## config.mk

```make
export PLATFORM = sky130hd
export DESIGN_NAME = updown_seq_decoder_flat
export DESIGN_NICKNAME = d
export VERILOG_FILES = /design/src/rtl/updown_seq_decoder_pkg.sv /design/src/rtl/updown_seq_decoder_if.sv /design/src/rtl/updown_step_classify.sv /design/src/rtl/updown_seq_decoder.sv /design/src/flat_wrapper.sv
export SDC_FILE = /design/constraint.sdc
export NUM_CORES = 1
export LEC_CHECK = 0
export ABC_AREA = 1
export BUFFER_PORTS_ARGS = -buffer_cell sky130_fd_sc_hd__clkbuf_2
export CAP_MARGIN = 0
export CORE_ASPECT_RATIO = 1.4
export CORE_UTILIZATION = 30
export CTS_CLUSTER_SIZE = 10
export DETAILED_ROUTE_END_ITERATION = 16
export PLACE_DENSITY_LB_ADDON = 0.08
export SYNTH_ARGS = -nofsm -noshare
export SYNTH_HDL_FRONTEND = slang
export SYNTH_HIERARCHICAL = 1
export SYNTH_SLANG_ARGS = --single-unit
```

## constraint.sdc

```tcl
create_clock -name clk -period 3.7 [get_ports clk]
set_clock_uncertainty 0.2 [all_clocks]
set_input_delay 0.185 -clock clk [delete_from_list [all_inputs] [get_ports clk]]
set_output_delay 0.185 -clock clk [all_outputs]
set_load 0.05 [all_outputs]
```

## src/rtl/updown_seq_decoder_pkg.sv

```systemverilog
// Shared types for the up/down sequence decoder: FSM states, step classes
// and the width of the illegal-jump counter.
package updown_pkg;

  typedef enum logic [1:0] {
    UNLOCKED,
    ACQUIRE,
    LOCKED
  } state_e;

  typedef enum logic [1:0] {
    CLS_HOLD,
    CLS_UP,
    CLS_DOWN,
    CLS_ILLEGAL
  } step_class_e;

  localparam int ERR_CNT_W = 8;

endpackage

```

## src/rtl/updown_seq_decoder_if.sv

```systemverilog
// Bundle between the observed counter and the decoder: the sampled count
// going in, and the lock/direction/position/error indications coming out.
interface updown_seq_decoder_if
  import updown_pkg::*;
#(
  parameter int WIDTH = 3,
  parameter int POS_W = 8
) ();

  logic                 sample_en;
  logic [WIDTH-1:0]     q;
  logic                 locked;
  logic                 dir;
  logic                 step;
  logic                 dir_change;
  logic                 err;
  logic [ERR_CNT_W-1:0] err_cnt;
  logic [POS_W-1:0]     pos;

  // Side that samples the counter and consumes the decoder's results
  modport master (
    output sample_en, q,
    input  locked, dir, step, dir_change, err, err_cnt, pos
  );

  // The decoder itself
  modport slave (
    input  sample_en, q,
    output locked, dir, step, dir_change, err, err_cnt, pos
  );

endinterface

```

## src/rtl/updown_step_classify.sv

```systemverilog
// Classifies one counter transition by its modular difference: +1 is UP,
// -1 (all ones) is DOWN, 0 is HOLD, anything else is an illegal jump.
module updown_step_classify
  import updown_pkg::*;
#(
  parameter int WIDTH = 3
) (
  input  logic [WIDTH-1:0] prev,
  input  logic [WIDTH-1:0] q,
  output step_class_e      cls
);

  logic [WIDTH-1:0] delta;

  // Subtraction wraps naturally, so 7->0 and 0->7 fall out as legal steps
  always_comb begin
    delta = q - prev;
    if (delta == WIDTH'(1))
      cls = CLS_UP;
    else if (delta == '1)
      cls = CLS_DOWN;
    else if (delta == '0)
      cls = CLS_HOLD;
    else
      cls = CLS_ILLEGAL;
  end

endmodule

```

## src/rtl/updown_seq_decoder.sv

```systemverilog
// Checker/decoder beside the 3-bit up/down counter: follows its q bus,
// locks onto the count, tracks direction and signed position, and counts
// illegal jumps, dropping lock after too many in a row.
module updown_seq_decoder
  import updown_pkg::*;
#(
  parameter int WIDTH     = 3,
  parameter int POS_W     = 8,
  parameter int ERR_LIMIT = 3
) (
  input logic               clk,
  input logic               rst_n,
  updown_seq_decoder_if.slave bus
);

  state_e               state, state_next;
  logic [WIDTH-1:0]     prev, prev_next;
  logic [POS_W-1:0]     pos, pos_next;
  logic                 dir, dir_next;
  logic [3:0]           consec, consec_next;
  logic [ERR_CNT_W-1:0] err_cnt, err_cnt_next;
  logic                 step, step_next;
  logic                 dir_change, dir_change_next;
  logic                 err, err_next;
  step_class_e          cls;
  logic                 is_up;

  updown_step_classify #(.WIDTH(WIDTH)) u_classify (
    .prev (prev),
    .q    (bus.q),
    .cls  (cls)
  );

  assign is_up = (cls == CLS_UP);

  // Next-state and next-output logic; nothing moves unless a sample is taken
  always_comb begin
    state_next      = state;
    prev_next       = prev;
    pos_next        = pos;
    dir_next        = dir;
    consec_next     = consec;
    err_cnt_next    = err_cnt;
    step_next       = 1'b0;
    dir_change_next = 1'b0;
    err_next        = 1'b0;
    if (bus.sample_en) begin
      prev_next = bus.q;
      case (state)
        UNLOCKED: state_next = ACQUIRE;
        ACQUIRE, LOCKED: begin
          case (cls)
            CLS_UP, CLS_DOWN: begin
              step_next       = 1'b1;
              dir_next        = is_up;
              pos_next        = is_up ? pos + POS_W'(1) : pos - POS_W'(1);
              consec_next     = '0;
              dir_change_next = (state == LOCKED) && (is_up != dir);
              state_next      = LOCKED;
            end
            CLS_ILLEGAL: begin
              err_next = 1'b1;
              if (err_cnt != '1)
                err_cnt_next = err_cnt + ERR_CNT_W'(1);
              if (state == LOCKED) begin
                if (consec == 4'(ERR_LIMIT - 1)) begin
                  consec_next = '0;
                  state_next  = UNLOCKED;
                end else begin
                  consec_next = consec + 4'd1;
                end
              end
            end
            default: ;
          endcase
        end
        default: state_next = UNLOCKED;
      endcase
    end
  end

  // State and output registers with synchronous active-low reset
  always_ff @(posedge clk) begin
    if (!rst_n) begin
      state      <= UNLOCKED;
      prev       <= '0;
      pos        <= '0;
      dir        <= 1'b0;
      consec     <= '0;
      err_cnt    <= '0;
      step       <= 1'b0;
      dir_change <= 1'b0;
      err        <= 1'b0;
    end else begin
      state      <= state_next;
      prev       <= prev_next;
      pos        <= pos_next;
      dir        <= dir_next;
      consec     <= consec_next;
      err_cnt    <= err_cnt_next;
      step       <= step_next;
      dir_change <= dir_change_next;
      err        <= err_next;
    end
  end

  assign bus.locked     = (state == LOCKED);
  assign bus.dir        = dir;
  assign bus.step       = step;
  assign bus.dir_change = dir_change;
  assign bus.err        = err;
  assign bus.err_cnt    = err_cnt;
  assign bus.pos        = pos;

endmodule
```

## src/flat_wrapper.sv

```systemverilog
// flat-port wrapper written by rule: the top's interface ports become plain ports
module updown_seq_decoder_flat import updown_pkg::*;
#(
  parameter int WIDTH     = 3,
  parameter int POS_W     = 8,
  parameter int ERR_LIMIT = 3
)
  (clk, rst_n, bus_sample_en, bus_q, bus_locked, bus_dir, bus_step, bus_dir_change, bus_err, bus_err_cnt, bus_pos);
  updown_seq_decoder_if #(.WIDTH(WIDTH), .POS_W(POS_W)) bus_i ();
  input logic clk;
  input logic rst_n;
  input wire logic [$bits(bus_i.sample_en)-1:0] bus_sample_en;
  input wire logic [$bits(bus_i.q)-1:0] bus_q;
  output wire logic [$bits(bus_i.locked)-1:0] bus_locked;
  output wire logic [$bits(bus_i.dir)-1:0] bus_dir;
  output wire logic [$bits(bus_i.step)-1:0] bus_step;
  output wire logic [$bits(bus_i.dir_change)-1:0] bus_dir_change;
  output wire logic [$bits(bus_i.err)-1:0] bus_err;
  output wire logic [$bits(bus_i.err_cnt)-1:0] bus_err_cnt;
  output wire logic [$bits(bus_i.pos)-1:0] bus_pos;
  assign bus_i.sample_en = bus_sample_en;
  assign bus_i.q = bus_q;
  assign bus_locked = bus_i.locked;
  assign bus_dir = bus_i.dir;
  assign bus_step = bus_i.step;
  assign bus_dir_change = bus_i.dir_change;
  assign bus_err = bus_i.err;
  assign bus_err_cnt = bus_i.err_cnt;
  assign bus_pos = bus_i.pos;
  updown_seq_decoder #(.WIDTH(WIDTH), .POS_W(POS_W), .ERR_LIMIT(ERR_LIMIT)) u_core (.clk(clk), .rst_n(rst_n), .bus(bus_i));
endmodule
```

== Word-level counts from Yosys, hierarchy flattened ==
Cells that the tools add are included.
W data, S select, Z words.
Cells by class
  add/subtract/negate cells: 5
  equal/unequal tests: 14
  mux-type cells: 13
  reductions and logical operators: 12
Operators with widths (count)
  $add A8 B1 Y8 const B: 2
  $reduce_and A4 Y1: 4
  $mux W2: 5
  $mux W4: 2
  $mux W8: 1
  $ne A8 B8 Y1 const B: 1
  $pmux W2 S2: 2
  $pmux W4 S2: 1
  $sub A8 B1 Y8 const B: 1
  $eq A2 B2 Y1 const B: 3
  $ne A3 B2 Y1 const B: 2
  $reduce_and A3 Y1: 2
  $add A4 B1 Y4 const B: 1
  $eq A2 B1 Y1 const B: 2
  $eq A4 B2 Y1 const B: 1
  $reduce_or A2 Y1: 2
  $eq A3 B1 Y1 const B: 1
  $eq A3 B3 Y1 const B: 1
  $logic_not A3 Y1: 1
  $ne A3 B3 Y1 const B: 1
  $sub A3 B3 Y3: 1
  $logic_not A2 Y1: 1
  $mux W1: 2
  $ne A2 B2 Y1 const B: 1
  other kinds (3): 3
Storage, ports and cells
  bits in registers: 29
  bits of input ports: 6
  output and inout port bits: 21
  logic and storage cells: 53

== Longest topological paths before layout ==
  depth in word-level cells: 9
  mapped depth: 19
  mapped depth without buffers: 19

== By module ==
The synthesis kept the hierarchy.
By module, submodules not included
  updown_seq_decoder: instances 1, cells each 242, area each 1676.6 µm², sequential area each 580.6 µm²
  updown_step_classify: instances 1, cells each 20, area each 118.9 µm², sequential area each 0.0 µm²

== Worst setup path before layout ==
Ideal clock, no wire load.
  path kind: register to register
  from: register u_core.prev[0]
  to: register u_core.pos[7], in the netlist u_core/bus.pos[7]
  library setup time: 0.109 ns
  data arrival time: 2.665 ns
  data required time: 3.391 ns
  path slack: 0.726 ns
  cell stages (with the launch flop): 16
  path buffers: 0
  clock period less this slack: 2.974 ns
  path through: dfxtp_1 ha_1 fa_1 or2_1 nand3_1 nand2_1 ha_1 inv_1 ha_1 or2_2 nand3_1 nand2_1 nand2_1 nand3_1 nand2_1 inv_1
On the way
  longest elaborated chain between the ends: 8
  elaborated cells on any way between the ends: 12
  classes of those cells: add/sub: 1; eq/ne: 4; mux: 4; reduce/logical: 3
RTL lines
  from (decl): line updown_seq_decoder.sv:17  | logic [WIDTH-1:0] prev, prev_next;
  from (signal assigned): line updown_seq_decoder.sv:96  | prev <= prev_next;
  $sub A3 B3 Y3 *: line updown_step_classify.sv:17  | delta = q - prev;
  $logic_not A3 Y1: line updown_step_classify.sv:22  | else if (delta == '0)
  $mux W2: line updown_step_classify.sv:22
  $mux W2: line updown_step_classify.sv:20  | else if (delta == '1)
  $mux W2 *: line updown_step_classify.sv:18  | if (delta == WIDTH'(1))
  net u_core.cls[0]: line updown_seq_decoder.sv:25  | step_class_e cls;
  $eq A2 B1 Y1 *: line updown_seq_decoder.sv:34  | assign is_up = (cls == CLS_UP);
  net u_core.is_up: line updown_seq_decoder.sv:26  | logic is_up;
  $reduce_or A2 Y1: line updown_seq_decoder.sv:52  | case (cls)
  $reduce_and A3 Y1 (no source line)
  to (signal assigned): line updown_seq_decoder.sv:97  | pos <= pos_next;
  to (decl): line updown_seq_decoder.sv:18  | logic [POS_W-1:0] pos, pos_next;
Mark *: on every way through the listed nets, which the timed path passes. The rest lies on a longest branch.
A chain may end at the register's enable or synchronous reset.

== Final worst setup path ==
  from: input port bus_q[0]
  to: register u_core.pos[5], in the netlist u_core/bus.pos[5]
On the way
  longest elaborated chain between the ends: 8
  elaborated cells on any way between the ends: 12
  classes of those cells: add/sub: 1; eq/ne: 4; mux: 4; reduce/logical: 3
RTL lines
  from (decl): line flat_wrapper.sv:13  | input wire logic [$bits(bus_i.q)-1:0] bus_q;
  $sub A3 B3 Y3 *: line updown_step_classify.sv:17
  $logic_not A3 Y1: line updown_step_classify.sv:22
  $mux W2: line updown_step_classify.sv:22
  $mux W2: line updown_step_classify.sv:20
  $mux W2 *: line updown_step_classify.sv:18
  net u_core.cls[0]: line updown_seq_decoder.sv:25
  $eq A2 B1 Y1 *: line updown_seq_decoder.sv:34
  net u_core.is_up: line updown_seq_decoder.sv:26
  $reduce_or A2 Y1: line updown_seq_decoder.sv:52
  $reduce_and A3 Y1 (no source line)
Marked as above.

==> out/qor.yml <==
run_status:
  status: "complete, no violations"
layout:
  nets: 316
  n_fill_cell: 635
  utilization_pct: 36.04
  areaGrowthSynthToFinish_pct: 16.86
  drive_above_1_share_pct: 16.27
  stdcell_count: 365
  num_antenna_cells: 0
timing:
  hold_viol: 0
  post-route-min-period_ns: 3.449
  layout_worst_path_cycle_share_pct: 93.21
  drv_slew: 0
  max_freq_ghz: 0.2900
  relSlewSlack_pct: 66.14
  rsz0062_at_grt: "no"
  fin_tns_setup_ns: 0
  setup_viol: 0
  worst_slew_pin_slew_ns: 0.5079
pwr:
  powerDensity_nw_per_um2: 449.6
  worst_ir_drop_vdd_v: 0.0001580
  power_leakage_nw: 1.082
  total_power_uw: 943.3
drt:
  drt-total-wl_um: 4013
  wl_per_cell_um: 10.99
  antenna_left: 0
  drt_pass1_iterations: 4
  drt_iter0_markers: 34
  drc: 0
  vias: 1631
  via_per_inst: 4.468
floorplan:
  core-area_um2: 5822
  start_util_pct: 30.84
  die_y_um: 93.54
  num_rows: 33
  pin_count: 27
  dieArea_um2: 6302
  die_w_um: 67.38
synth:
  syn_inst: 262
  yosysTopAreaCell: "dfxtp_1"
  synthTopCellsByArea: "dfxtp_1 (32%), nand2_1 (15%), ha_1 (9.8%), inv_1 (8.2%), nor2_1 (6.5%)"
  syn_nets: 284
  syn_area_per_cell_um2: 6.853
  yosys_warnings: 6
  synth_common_cells: "nand2_1 (74), inv_1 (39), nor2_1 (31), dfxtp_1 (29), nand3_1 (19)"
  ys.flop_type: "dfxtp_1"
  post-synth-top-count-cell: "nand2_1"
  synth.distinct_cells: 29
  synth_edf_count: 0
  async_reset_ff_share_pct: 0
  ys_ff_latch: 29
  synth_area_um2: 1795
  yosysSeqAreaShare_pct: 32.33
  yosys.area.top_type_share_pct: 32.33
global_route:
  grt_pass1_vias: 1558
  grt_use_total_pct: 14.40
  grt-ovfl-total: 0
  grt_start_max_net_pins: 23
  grt_pass1_wl_um: 6727
  antenna_found_initial: 0
setup_path:
  endpoint_kind: "flip-flop"
  ff2ff_setup_slack_ns: 0.50
  criticalPathCategory: "input pin to flip-flop"
  required_ns: 3.68
  cp.arrival_ns: 3.43
  worstPathMaxFanout: 8
  start_kind: "input pin"
placed_design:
  gp_congestion: 0.7161
  hpwlAfterDp_um: 2995
  place_inst: 355
  port-buffer-count: 26
cts:
  path_clk_slew_ns: 0.07
  cts_resized: 0
  clock_sinks: 29
  insertion_delay_ns: 0.28
  cts_buffer_depth: 2
  htree_num_levels: 2
  numCtsBuffers: 5
  cts_root_buf: "clkbuf_8"
  cts_tree: "built"
flow_run:
  max_cap_violations: 0
worst_hold_path:
  hold_path.class: "input pin to flip-flop"
[through the flow]
| step | hold WS (ns) | worst slack [ns] | instance area [µm²] |
|---|---|---|---|
| final | 0.01105 | 0.2514 | 2098 |
| after global routing | 0.01287 | 0.03418 | 2098 |
| after CTS | 0.001883 | 0.2516 | 2098 |
| after detailed placement | 0.2463 | 0.4983 | 1996 |
| after global placement | 0.2360 | 0.5376 | 1996 |
| after floorplan | 0.1199 | 0.7261 | 1795 |
[cell families after synthesis]
family	count (synthesis)	synth area share, %
compound gates	26	8.641
simple gates	141	34.64
flops	29	32.33
buf+inv	45	9.965
xor+xnor	5	2.439
fa+ha+maj	16	11.99
[metal layers]
layer  wire (µm)  global-route usage, %
met5           0                      0
met4         103                  6.915
met3         120                  3.415
met2        2018                  25.75
met1        1771                  15.21
[area by class of cell]
| type | count | area (µm²) | share of cell area (%) |
|---|---|---|---|
| Multi-Input combinational cell | 188 | 1036 | 49.37 |
| Clock buffer | 6 | 72.57 | 3.459 |
| Clock inverter | 2 | 10.01 | 0.4770 |
| Inverter | 41 | 153.9 | 7.335 |
| Tap cell | 70 | 87.58 | 4.174 |
| Timing Repair Buffer | 29 | 157.7 | 7.513 |
| Sequential cell | 29 | 580.6 | 27.67 |
[path summary, 6_finish.rpt]
kind	from	endpoint	cells after the start
setup / recovery	bus_q[0]	u_core/bus.pos[5]	18
hold / removal	bus_q[2]	u_core/prev[2]	3
setup reg to reg	u_core/prev[0]	u_core/bus.pos[5]	15
hold reg to reg	u_core/bus.err_cnt[4]	u_core/bus.err_cnt[4]	2
[critical path: stages]
cell and delay (ns):
dlygate4sd3_1 0.52, clkbuf_2 0.11, inv_1 0.04, ha_1 0.18, fa_1 0.46, or2_1 0.24, nand3_1 0.08, nand2_1 0.08
ha_1 0.25, inv_1 0.25, ha_1 0.32, or2_2 0.32, nand3b_1 0.12, nand2_1 0.06, nand2_1 0.05, nand3_1 0.06
nand2_1 0.06, inv_1 0.04
[sequential cells by signal (all words and copies together) (netlist names)]
register               cells
u_core/bus.err_cnt         8
u_core/bus.dir             1
u_core/bus.pos             8
u_core/state               2
u_core/prev                3
u_core/bus.dir_change      1
u_core/bus.step            1
u_core/consec              4
u_core/bus.err             1
[layout by cell type, fill, tap and decap left out, types with 2 or more instances in the layout]
master and instances:
inv_1 39, dfxtp_1 29, dlygate4sd3_1 2, clkbuf_8 5, nor3_1 2, nor2_1 31
o21ai_0 12, xor2_1 4, a21oi_1 6, nor2_4 2, clkbuf_2 26, a21oi_2 4
nand3b_1 4, nand3_2 2, inv_2 2, a211oi_1 2, ha_1 14, fa_1 2
nand2_1 74, o211ai_1 2, clkinv_2 2, nand3_1 19
[power by group]
| part | switching [mW] | leakage [nW] | internal [mW] |
|---|---|---|---|
| combinational | 0.223 | 0.801 | 0.109 |
| sequential | 0.0196 | 0.236 | 0.335 |
| clock | 0.127 | 0.0450 | 0.130 |
[repair_timing]
action,CTS,global route
hold buffers,2,0
endpoints found under the hold margin,2,0
buffers inserted,0,0
(Power assumes the default switching activity.)
